### src/rtl/mgr_stu_arbiter_if.sv
// Bundles the per-Manager upstream wires and the single Stack Bus upstream port.
// The master modport is the arbiter's view; slave is the Managers/upstream side.
interface mgr_stu_arbiter_if #(
  parameter int NUM_MGR = 4,
  parameter int CNTL_W  = 2,
  parameter int TYPE_W  = 2,
  parameter int DATA_W  = 64,
  parameter int OOB_W   = 32
);
  logic [NUM_MGR-1:0]        mgr__arb__valid;
  logic [NUM_MGR*CNTL_W-1:0] mgr__arb__cntl;
  logic [NUM_MGR*TYPE_W-1:0] mgr__arb__type;
  logic [NUM_MGR*DATA_W-1:0] mgr__arb__data;
  logic [NUM_MGR*OOB_W-1:0]  mgr__arb__oob_data;
  logic [NUM_MGR-1:0]        arb__mgr__ready;

  logic                      arb__stu__valid;
  logic [CNTL_W-1:0]         arb__stu__cntl;
  logic [TYPE_W-1:0]         arb__stu__type;
  logic [DATA_W-1:0]         arb__stu__data;
  logic [OOB_W-1:0]          arb__stu__oob_data;
  logic                      stu__arb__ready;

  modport master (
    input  mgr__arb__valid, mgr__arb__cntl, mgr__arb__type,
           mgr__arb__data, mgr__arb__oob_data, stu__arb__ready,
    output arb__mgr__ready, arb__stu__valid, arb__stu__cntl,
           arb__stu__type, arb__stu__data, arb__stu__oob_data
  );

  modport slave (
    output mgr__arb__valid, mgr__arb__cntl, mgr__arb__type,
           mgr__arb__data, mgr__arb__oob_data, stu__arb__ready,
    input  arb__mgr__ready, arb__stu__valid, arb__stu__cntl,
           arb__stu__type, arb__stu__data, arb__stu__oob_data
  );
endinterface

### src/rtl/mgr_stu_arbiter.sv
// Round-robin, packet-atomic arbiter: one Manager owns the upstream port from SOM
// until its EOM beat is accepted, with a one-entry output register in between.
module mgr_stu_arbiter #(
  parameter int NUM_MGR = 4,
  parameter int CNTL_W  = 2,
  parameter int TYPE_W  = 2,
  parameter int DATA_W  = 64,
  parameter int OOB_W   = 32,
  parameter int MGR_W   = $clog2(NUM_MGR)
) (
  input  logic                 clk,
  input  logic                 reset_poweron,
  mgr_stu_arbiter_if.master    bus,
  output logic [MGR_W-1:0]     arb__sys__grant_id,
  output logic [15:0]          arb__sys__pkt_count,
  output logic                 arb__sys__proto_err
);
  localparam logic [CNTL_W-1:0] CNTL_MOM     = CNTL_W'(2'b00);
  localparam logic [CNTL_W-1:0] CNTL_SOM     = CNTL_W'(2'b01);
  localparam logic [CNTL_W-1:0] CNTL_EOM     = CNTL_W'(2'b10);
  localparam logic [CNTL_W-1:0] CNTL_SOM_EOM = CNTL_W'(2'b11);

  typedef enum logic {ST_IDLE, ST_LOCKED} state_t;

  state_t              r_state;
  state_t              w_nextState;
  logic [MGR_W-1:0]    r_grantId;
  logic [MGR_W-1:0]    r_rrPtr;
  logic [15:0]         r_pktCount;
  logic                r_protoErr;

  logic                r_outValid;
  logic [CNTL_W-1:0]   r_outCntl;
  logic [TYPE_W-1:0]   r_outType;
  logic [DATA_W-1:0]   r_outData;
  logic [OOB_W-1:0]    r_outOob;

  logic [CNTL_W-1:0]   w_cntl [NUM_MGR];
  logic [TYPE_W-1:0]   w_type [NUM_MGR];
  logic [DATA_W-1:0]   w_data [NUM_MGR];
  logic [OOB_W-1:0]    w_oob  [NUM_MGR];
  logic [NUM_MGR-1:0]  w_isSom;
  logic [NUM_MGR-1:0]  w_isCont;

  logic                w_hit;
  logic [MGR_W-1:0]    w_hitIdx;
  logic                w_ready;
  logic                w_accept;
  logic [CNTL_W-1:0]   w_selCntl;
  logic                w_selEom;
  logic                w_idleErr;
  logic                w_lockErr;

  function automatic logic [MGR_W-1:0] wrapIdx(input logic [MGR_W-1:0] base, input int off);
    int sum;
    sum = int'(base) + off;
    if (sum >= NUM_MGR) sum = sum - NUM_MGR;
    return sum[MGR_W-1:0];
  endfunction

  always_comb begin
    w_isSom  = '0;
    w_isCont = '0;
    for (int i = 0; i < NUM_MGR; i++) begin
      w_cntl[i] = bus.mgr__arb__cntl[i*CNTL_W +: CNTL_W];
      w_type[i] = bus.mgr__arb__type[i*TYPE_W +: TYPE_W];
      w_data[i] = bus.mgr__arb__data[i*DATA_W +: DATA_W];
      w_oob[i]  = bus.mgr__arb__oob_data[i*OOB_W +: OOB_W];
      w_isSom[i]  = bus.mgr__arb__valid[i] &&
                    (w_cntl[i] == CNTL_SOM || w_cntl[i] == CNTL_SOM_EOM);
      w_isCont[i] = bus.mgr__arb__valid[i] &&
                    (w_cntl[i] == CNTL_MOM || w_cntl[i] == CNTL_EOM);
    end
  end

  // First packet start at or after the round-robin pointer wins.
  always_comb begin
    w_hit    = 1'b0;
    w_hitIdx = '0;
    for (int k = 0; k < NUM_MGR; k++) begin
      if (!w_hit && w_isSom[wrapIdx(r_rrPtr, k)]) begin
        w_hit    = 1'b1;
        w_hitIdx = wrapIdx(r_rrPtr, k);
      end
    end
  end

  assign w_selCntl = w_cntl[r_grantId];
  assign w_selEom  = (w_selCntl == CNTL_EOM) || (w_selCntl == CNTL_SOM_EOM);

  always_ff @(posedge clk or posedge reset_poweron) begin
    if (reset_poweron) r_state <= ST_IDLE;
    else               r_state <= w_nextState;
  end

  always_comb begin
    w_nextState = r_state;
    w_ready     = 1'b0;
    w_accept    = 1'b0;
    case (r_state)
      ST_IDLE: begin
        if (w_hit) w_nextState = ST_LOCKED;
      end
      ST_LOCKED: begin
        w_ready  = !r_outValid || bus.stu__arb__ready;
        w_accept = w_ready && bus.mgr__arb__valid[r_grantId];
        if (w_accept && w_selEom) w_nextState = ST_IDLE;
      end
      default: w_nextState = ST_IDLE;
    endcase
  end

  always_comb begin
    bus.arb__mgr__ready = '0;
    if (w_ready) bus.arb__mgr__ready[r_grantId] = 1'b1;
  end

  assign w_idleErr = (r_state == ST_IDLE) && (|w_isCont);
  assign w_lockErr = w_accept && (w_selCntl == CNTL_SOM);

  // Pointer and packet count advance when the EOM is taken in, not when it drains.
  always_ff @(posedge clk or posedge reset_poweron) begin
    if (reset_poweron) begin
      r_grantId  <= '0;
      r_rrPtr    <= '0;
      r_pktCount <= '0;
      r_protoErr <= 1'b0;
    end else begin
      if (r_state == ST_IDLE && w_hit) r_grantId <= w_hitIdx;
      if (w_accept && w_selEom) begin
        r_rrPtr    <= wrapIdx(r_grantId, 1);
        r_pktCount <= r_pktCount + 16'd1;
      end
      if (w_idleErr || w_lockErr) r_protoErr <= 1'b1;
    end
  end

  always_ff @(posedge clk or posedge reset_poweron) begin
    if (reset_poweron) begin
      r_outValid <= 1'b0;
      r_outCntl  <= '0;
      r_outType  <= '0;
      r_outData  <= '0;
      r_outOob   <= '0;
    end else if (w_accept) begin
      r_outValid <= 1'b1;
      r_outCntl  <= w_selCntl;
      r_outType  <= w_type[r_grantId];
      r_outData  <= w_data[r_grantId];
      r_outOob   <= w_oob[r_grantId];
    end else if (bus.stu__arb__ready) begin
      r_outValid <= 1'b0;
    end
  end

  assign bus.arb__stu__valid    = r_outValid;
  assign bus.arb__stu__cntl     = r_outCntl;
  assign bus.arb__stu__type     = r_outType;
  assign bus.arb__stu__data     = r_outData;
  assign bus.arb__stu__oob_data = r_outOob;

  assign arb__sys__grant_id  = r_grantId;
  assign arb__sys__pkt_count = r_pktCount;
  assign arb__sys__proto_err = r_protoErr;
endmodule

### src/flat_wrapper.sv
// flat-port wrapper written by rule: the top's interface ports become plain ports
module mgr_stu_arbiter_flat 
#(
  parameter int NUM_MGR = 4,
  parameter int CNTL_W  = 2,
  parameter int TYPE_W  = 2,
  parameter int DATA_W  = 64,
  parameter int OOB_W   = 32,
  parameter int MGR_W   = $clog2(NUM_MGR)
)
  (clk, reset_poweron, arb__sys__grant_id, arb__sys__pkt_count, arb__sys__proto_err, bus_mgr__arb__valid, bus_mgr__arb__cntl, bus_mgr__arb__type, bus_mgr__arb__data, bus_mgr__arb__oob_data, bus_stu__arb__ready, bus_arb__mgr__ready, bus_arb__stu__valid, bus_arb__stu__cntl, bus_arb__stu__type, bus_arb__stu__data, bus_arb__stu__oob_data);
  mgr_stu_arbiter_if #(.NUM_MGR(NUM_MGR), .CNTL_W(CNTL_W), .TYPE_W(TYPE_W), .DATA_W(DATA_W), .OOB_W(OOB_W)) bus_i ();
  input  logic clk;
  input  logic reset_poweron;
  output logic [MGR_W-1:0] arb__sys__grant_id;
  output logic [15:0] arb__sys__pkt_count;
  output logic arb__sys__proto_err;
  input wire logic [$bits(bus_i.mgr__arb__valid)-1:0] bus_mgr__arb__valid;
  input wire logic [$bits(bus_i.mgr__arb__cntl)-1:0] bus_mgr__arb__cntl;
  input wire logic [$bits(bus_i.mgr__arb__type)-1:0] bus_mgr__arb__type;
  input wire logic [$bits(bus_i.mgr__arb__data)-1:0] bus_mgr__arb__data;
  input wire logic [$bits(bus_i.mgr__arb__oob_data)-1:0] bus_mgr__arb__oob_data;
  input wire logic [$bits(bus_i.stu__arb__ready)-1:0] bus_stu__arb__ready;
  output wire logic [$bits(bus_i.arb__mgr__ready)-1:0] bus_arb__mgr__ready;
  output wire logic [$bits(bus_i.arb__stu__valid)-1:0] bus_arb__stu__valid;
  output wire logic [$bits(bus_i.arb__stu__cntl)-1:0] bus_arb__stu__cntl;
  output wire logic [$bits(bus_i.arb__stu__type)-1:0] bus_arb__stu__type;
  output wire logic [$bits(bus_i.arb__stu__data)-1:0] bus_arb__stu__data;
  output wire logic [$bits(bus_i.arb__stu__oob_data)-1:0] bus_arb__stu__oob_data;
  assign bus_i.mgr__arb__valid = bus_mgr__arb__valid;
  assign bus_i.mgr__arb__cntl = bus_mgr__arb__cntl;
  assign bus_i.mgr__arb__type = bus_mgr__arb__type;
  assign bus_i.mgr__arb__data = bus_mgr__arb__data;
  assign bus_i.mgr__arb__oob_data = bus_mgr__arb__oob_data;
  assign bus_i.stu__arb__ready = bus_stu__arb__ready;
  assign bus_arb__mgr__ready = bus_i.arb__mgr__ready;
  assign bus_arb__stu__valid = bus_i.arb__stu__valid;
  assign bus_arb__stu__cntl = bus_i.arb__stu__cntl;
  assign bus_arb__stu__type = bus_i.arb__stu__type;
  assign bus_arb__stu__data = bus_i.arb__stu__data;
  assign bus_arb__stu__oob_data = bus_i.arb__stu__oob_data;
  mgr_stu_arbiter #(.NUM_MGR(NUM_MGR), .CNTL_W(CNTL_W), .TYPE_W(TYPE_W), .DATA_W(DATA_W), .OOB_W(OOB_W), .MGR_W(MGR_W)) u_core (.clk(clk), .reset_poweron(reset_poweron), .bus(bus_i), .arb__sys__grant_id(arb__sys__grant_id), .arb__sys__pkt_count(arb__sys__pkt_count), .arb__sys__proto_err(arb__sys__proto_err));
endmodule
### config.mk
export PLATFORM = sky130hd
export DESIGN_NAME = mgr_stu_arbiter_flat
export DESIGN_NICKNAME = d
export VERILOG_FILES = /design/src/rtl/mgr_stu_arbiter_if.sv /design/src/rtl/mgr_stu_arbiter.sv /design/src/flat_wrapper.sv
export SDC_FILE = /design/constraint.sdc
export NUM_CORES = 1
export LEC_CHECK = 0
export BUFFER_PORTS_ARGS = -buffer_cell sky130_fd_sc_hd__buf_2
export CAP_MARGIN = 0
export CORE_AREA = 8 8 203 205
export DETAILED_ROUTE_END_ITERATION = 10
export DIE_AREA = 0 0 211 213
export PLACE_DENSITY = 0.55
export SETUP_SLACK_MARGIN = 0.2
export SKIP_LAST_GASP = 1
export SYNTH_ARGS = -nofsm -noshare
export SYNTH_HDL_FRONTEND = slang
export SYNTH_SLANG_ARGS = --single-unit
### constraint.sdc
create_clock -name clk -period 8.8 [get_ports clk]
set_input_delay 0.44 -clock clk [delete_from_list [all_inputs] [get_ports clk]]
set_output_delay 0.44 -clock clk [all_outputs]
set_load 0.02 [all_outputs]
==> summary.txt <==
Run status
  • Status: complete, no violations

Layout
  • Area Growth Syn to Fin: 50.5%
  • Layout cells sized above 1: 69.6%
  • Fillers: 3,980
  • Multi-input gate area: 4010 um2
  • Fin nets: 1,393
  • Register Area: approximately 3100 um2
  • Non-Filler Instances: 1,517

Hold path
  • Worst min path class: in -> async

Critical path
  • Crit-path max cell delay: 0.87 ns
  • Critical path, cell by cell: mux4_2 -> nand3_4 -> buf_4 -> mux2_1
  • Crit path DAT: between 3 and 4 ns
  • Startpoint types: flip-flop
  • CP required: 9.10 ns
  • Crit-path slowest cell: dfrtp_4
  • R2R depth: 4
  • Crit-path max FO: 55
  • Critical path endpoint category: flip-flop
  • Setup CP Type: reg -> reg

Logic synthesis
  • Yosys warns: 0
  • Synth top area share: 41.8%
  • Ys flop type: dfrtp_1
  • Compound-cell area share of the yosys netlist: 1.58%
  • Post-synthesis adder-cell area fraction: 0.850%
  • EDFF count, synth: 0
  • Mux contribution to synthesized area: 46.1%
  • Top-count cell post-synth: dfrtp_1
  • Syn_nets: approximately 880
  • Fraction of registers with async set/reset: 100%
  • Top post-synthesis cells by area: dfrtp_1 42%, mux4_2 31%, mux2_1 12%, mux2_2 3.2%, buf_6 1.7%
  • Synth Area in Simple Gates: 4.10%
  • Synth area leader: dfrtp_1
  • Largest family of logic cells by synthesized area: multiplexers
  • Mapped cell area: 7360 um2
  • Cells after Synth: 464
  • Syn avg cell area: approximately 16 um2
  • Register area share after synthesis: approximately two fifths
  • XOR/XNOR share of the synthesized area: 1.79%
  • FF+latch count, synth: around 120
  • Yosys cell types: 34
  • Most frequent cells after synthesis: 123 x dfrtp_1, 101 x mux4_2, 78 x mux2_1

Power and ir drop
  • PwrDens: 335 nW/um2
  • Leakage power: 5.15 nW
  • Peak VDD IR: 0.200 mV

Clock network
  • Setup Fix Bufs, Post-CTS: 0
  • CTS clk-pin slew, worst paths: 0.06 ns
  • Clk sink count: 123
  • TritonCTS clock tree: yes
  • # resized after CTS: 0
  • H-tree depth: 4
  • Root buffer cell: clkbuf_16
  • Cts hold-fix bufs: 0
  • Clock buffer depth: 2
  • Num CTS Buffers: 17
  • Clk_lat worst skew: about 0.43 ns

Placement
  • Cells after DPL: 1,480
  • RePlAce Congestion: roughly 0.90
  • Port Buf Inserts: between 500 and 600
  • Post-DP HPWL: 25,200 um

Global routing
  • Largest net degree at the start of global routing: 64
  • First-pass GRT wire length: 44,800 um
  • Vias in the first global route: 7,255
  • GR Util All Layers: 13.1%
  • Grt total ovfl: 0
  • Initial antenna violation count: 6

Floorplanning
  • Die ar.: 44,900 um2
  • Die X: 211 um
  • Cell Rows: 72
  • Core Footprint: 38,100 um2
  • Chip Height: approximately 210 um
  • Initial Utilization: between 15 and 20%
  • # IOs: 531

STA
  • Hold violation count in the final report: 0
  • Setup TNS: 0 ns
  • Fmax: 0.311 GHz
  • Worst Tran Pin Value: about 0.87 ns
  • Share of the clock period used by the worst path: between 30% and 40%
  • Final min period: 3.22 ns
  • Final clock skew: around 0.012 ns
  • Relative slew slack: 41.8%
  • Final setup fails: 0
  • RSZ-0062 raised after global routing: false
  • Max-slew violations: 0

Routing
  • DR vias/cell: ~4.3
  • WL/cell: just under 20 um
  • Antenna-violating nets left: 0
  • Detailed-router iteration count before antenna repair: 4
  • Residual DRC: 0
  • DRT iter0 DRCs: 286
  • DRT Wirelength: 30,100 um
  • DR vias: 6,461

Flow run
  • Max-cap viol count: 0
cell families after synthesis:
| logic type | Yosys count |
|---|---|
| AO/OA/AOI/OAI | 18 |
| XOR/XNOR | 15 |
| adder cells (fa/ha/maj) | 5 |
| buffers and inverters | 44 |
| flip-flops | 123 |
| multiplexers | 200 |
| AND/OR/NAND/NOR | 59 |
flip-flops by register name, summed over array words and instances (netlist names):
| name | count |
|---|---|
| u_core.bus.arb__stu__valid | 1 |
| u_core.arb__sys__pkt_count | 16 |
| u_core.r_state | 1 |
| u_core.bus.arb__stu__cntl | 2 |
| u_core.bus.arb__stu__oob_data | 32 |
| u_core.bus.arb__stu__type | 2 |
| u_core.r_rrPtr | 2 |
| u_core.arb__sys__grant_id | 2 |
| u_core.bus.arb__stu__data | 64 |
| u_core.arb__sys__proto_err | 1 |
worst paths after layout:
| kind | endpoint | slack, ns | start |
|---|---|---|---|
| worst max-delay path | u_core.bus.arb__stu__data[51] | 5.58 | u_core.arb__sys__grant_id[1] |
| worst min-delay path | u_core.bus.arb__stu__data[36] | 0.08 | reset_poweron |
| worst max register to register | u_core.bus.arb__stu__data[51] | 5.58 | u_core.arb__sys__grant_id[1] |
| worst min register to register | u_core.bus.arb__stu__cntl[1] | 0.48 | u_core.bus.arb__stu__cntl[1] |
| max in group asynchronous | u_core.bus.arb__stu__data[24] | 7.46 | reset_poweron |
| min in group clk | u_core.bus.arb__stu__data[35] | 0.43 | bus_mgr__arb__data[163] |
critical path: cells and delay by family, from the launching register on:
| family | cells | cell delay (ns) |
|---|---|---|
| mux | 2 | 0.86 |
| buf+inv | 1 | 0.68 |
| flops | 1 | 0.87 |
| simple gates | 1 | 0.54 |
report_power, final:
part	leakage, nW	total (mW)	switching (mW)	internal [mW]
registers	1.46	1.05	0.205	0.843
logic	3.40	1.95	1.01	0.939
clock network	0.278	0.718	0.269	0.450
area by class of cell:
| class | count | area share, % |
|---|---|---|
| inverters | 7 | 0.283 |
| well taps | 518 | 5.85 |
| clock inverters | 12 | 1.33 |
| clock buffers | 20 | 4.03 |
| diodes | 5 | 0.113 |
| repair buffers | 535 | 24.3 |
| flip-flops and latches | 123 | 27.9 |
| multi-input cells | 297 | 36.2 |
cell usage in the layout, fill, tap and decap left out, types with 5 or more instances in the layout:
cell / netlist / final
mux2_1: 78 / 78
inv_1: 7 / 6
ha_1: 5 / 5
buf_4: 1 / 5
clkbuf_16: 0 / 17
o21ai_0: 5 / 5
mux4_2: 101 / 101
and3_1: 7 / 7
mux2_2: 21 / 21
nor2_1: 7 / 7
clkinvlp_4: 0 / 5
nand2_1: 20 / 20
dfrtp_1: 123 / 121
nand3_1: 7 / 7
xnor2_1: 12 / 12
diode_2: 0 / 5
buf_2: 12 / 530
nand4_1: 7 / 7
routing by layer:
layer  wire length, um  global-route usage [%]  vias up
met4               653                    5.04        2
met5                10                       0        -
met3              2820                    5.05       33
li1                  -                       -     2890
met1             11800                    15.5     3217
met2             14800                    21.3      319
metrics by stage:
stage	hold slack, ns	setup WS [ns]	power [mW]	util, %	cell area, um2
detailed placement	0.462	5.46	3.06	27.5	10500
global placement	0.470	5.50	3.02	27.5	10500
floorplan	0.571	5.09	2.46	-	7360
finish	0.0823	5.58	3.71	29.1	11100
global route	0.111	5.35	3.98	29.0	11100
CTS	0.0755	5.45	3.80	29.0	11100
Note: power is estimated with default switching activity, not from simulation.
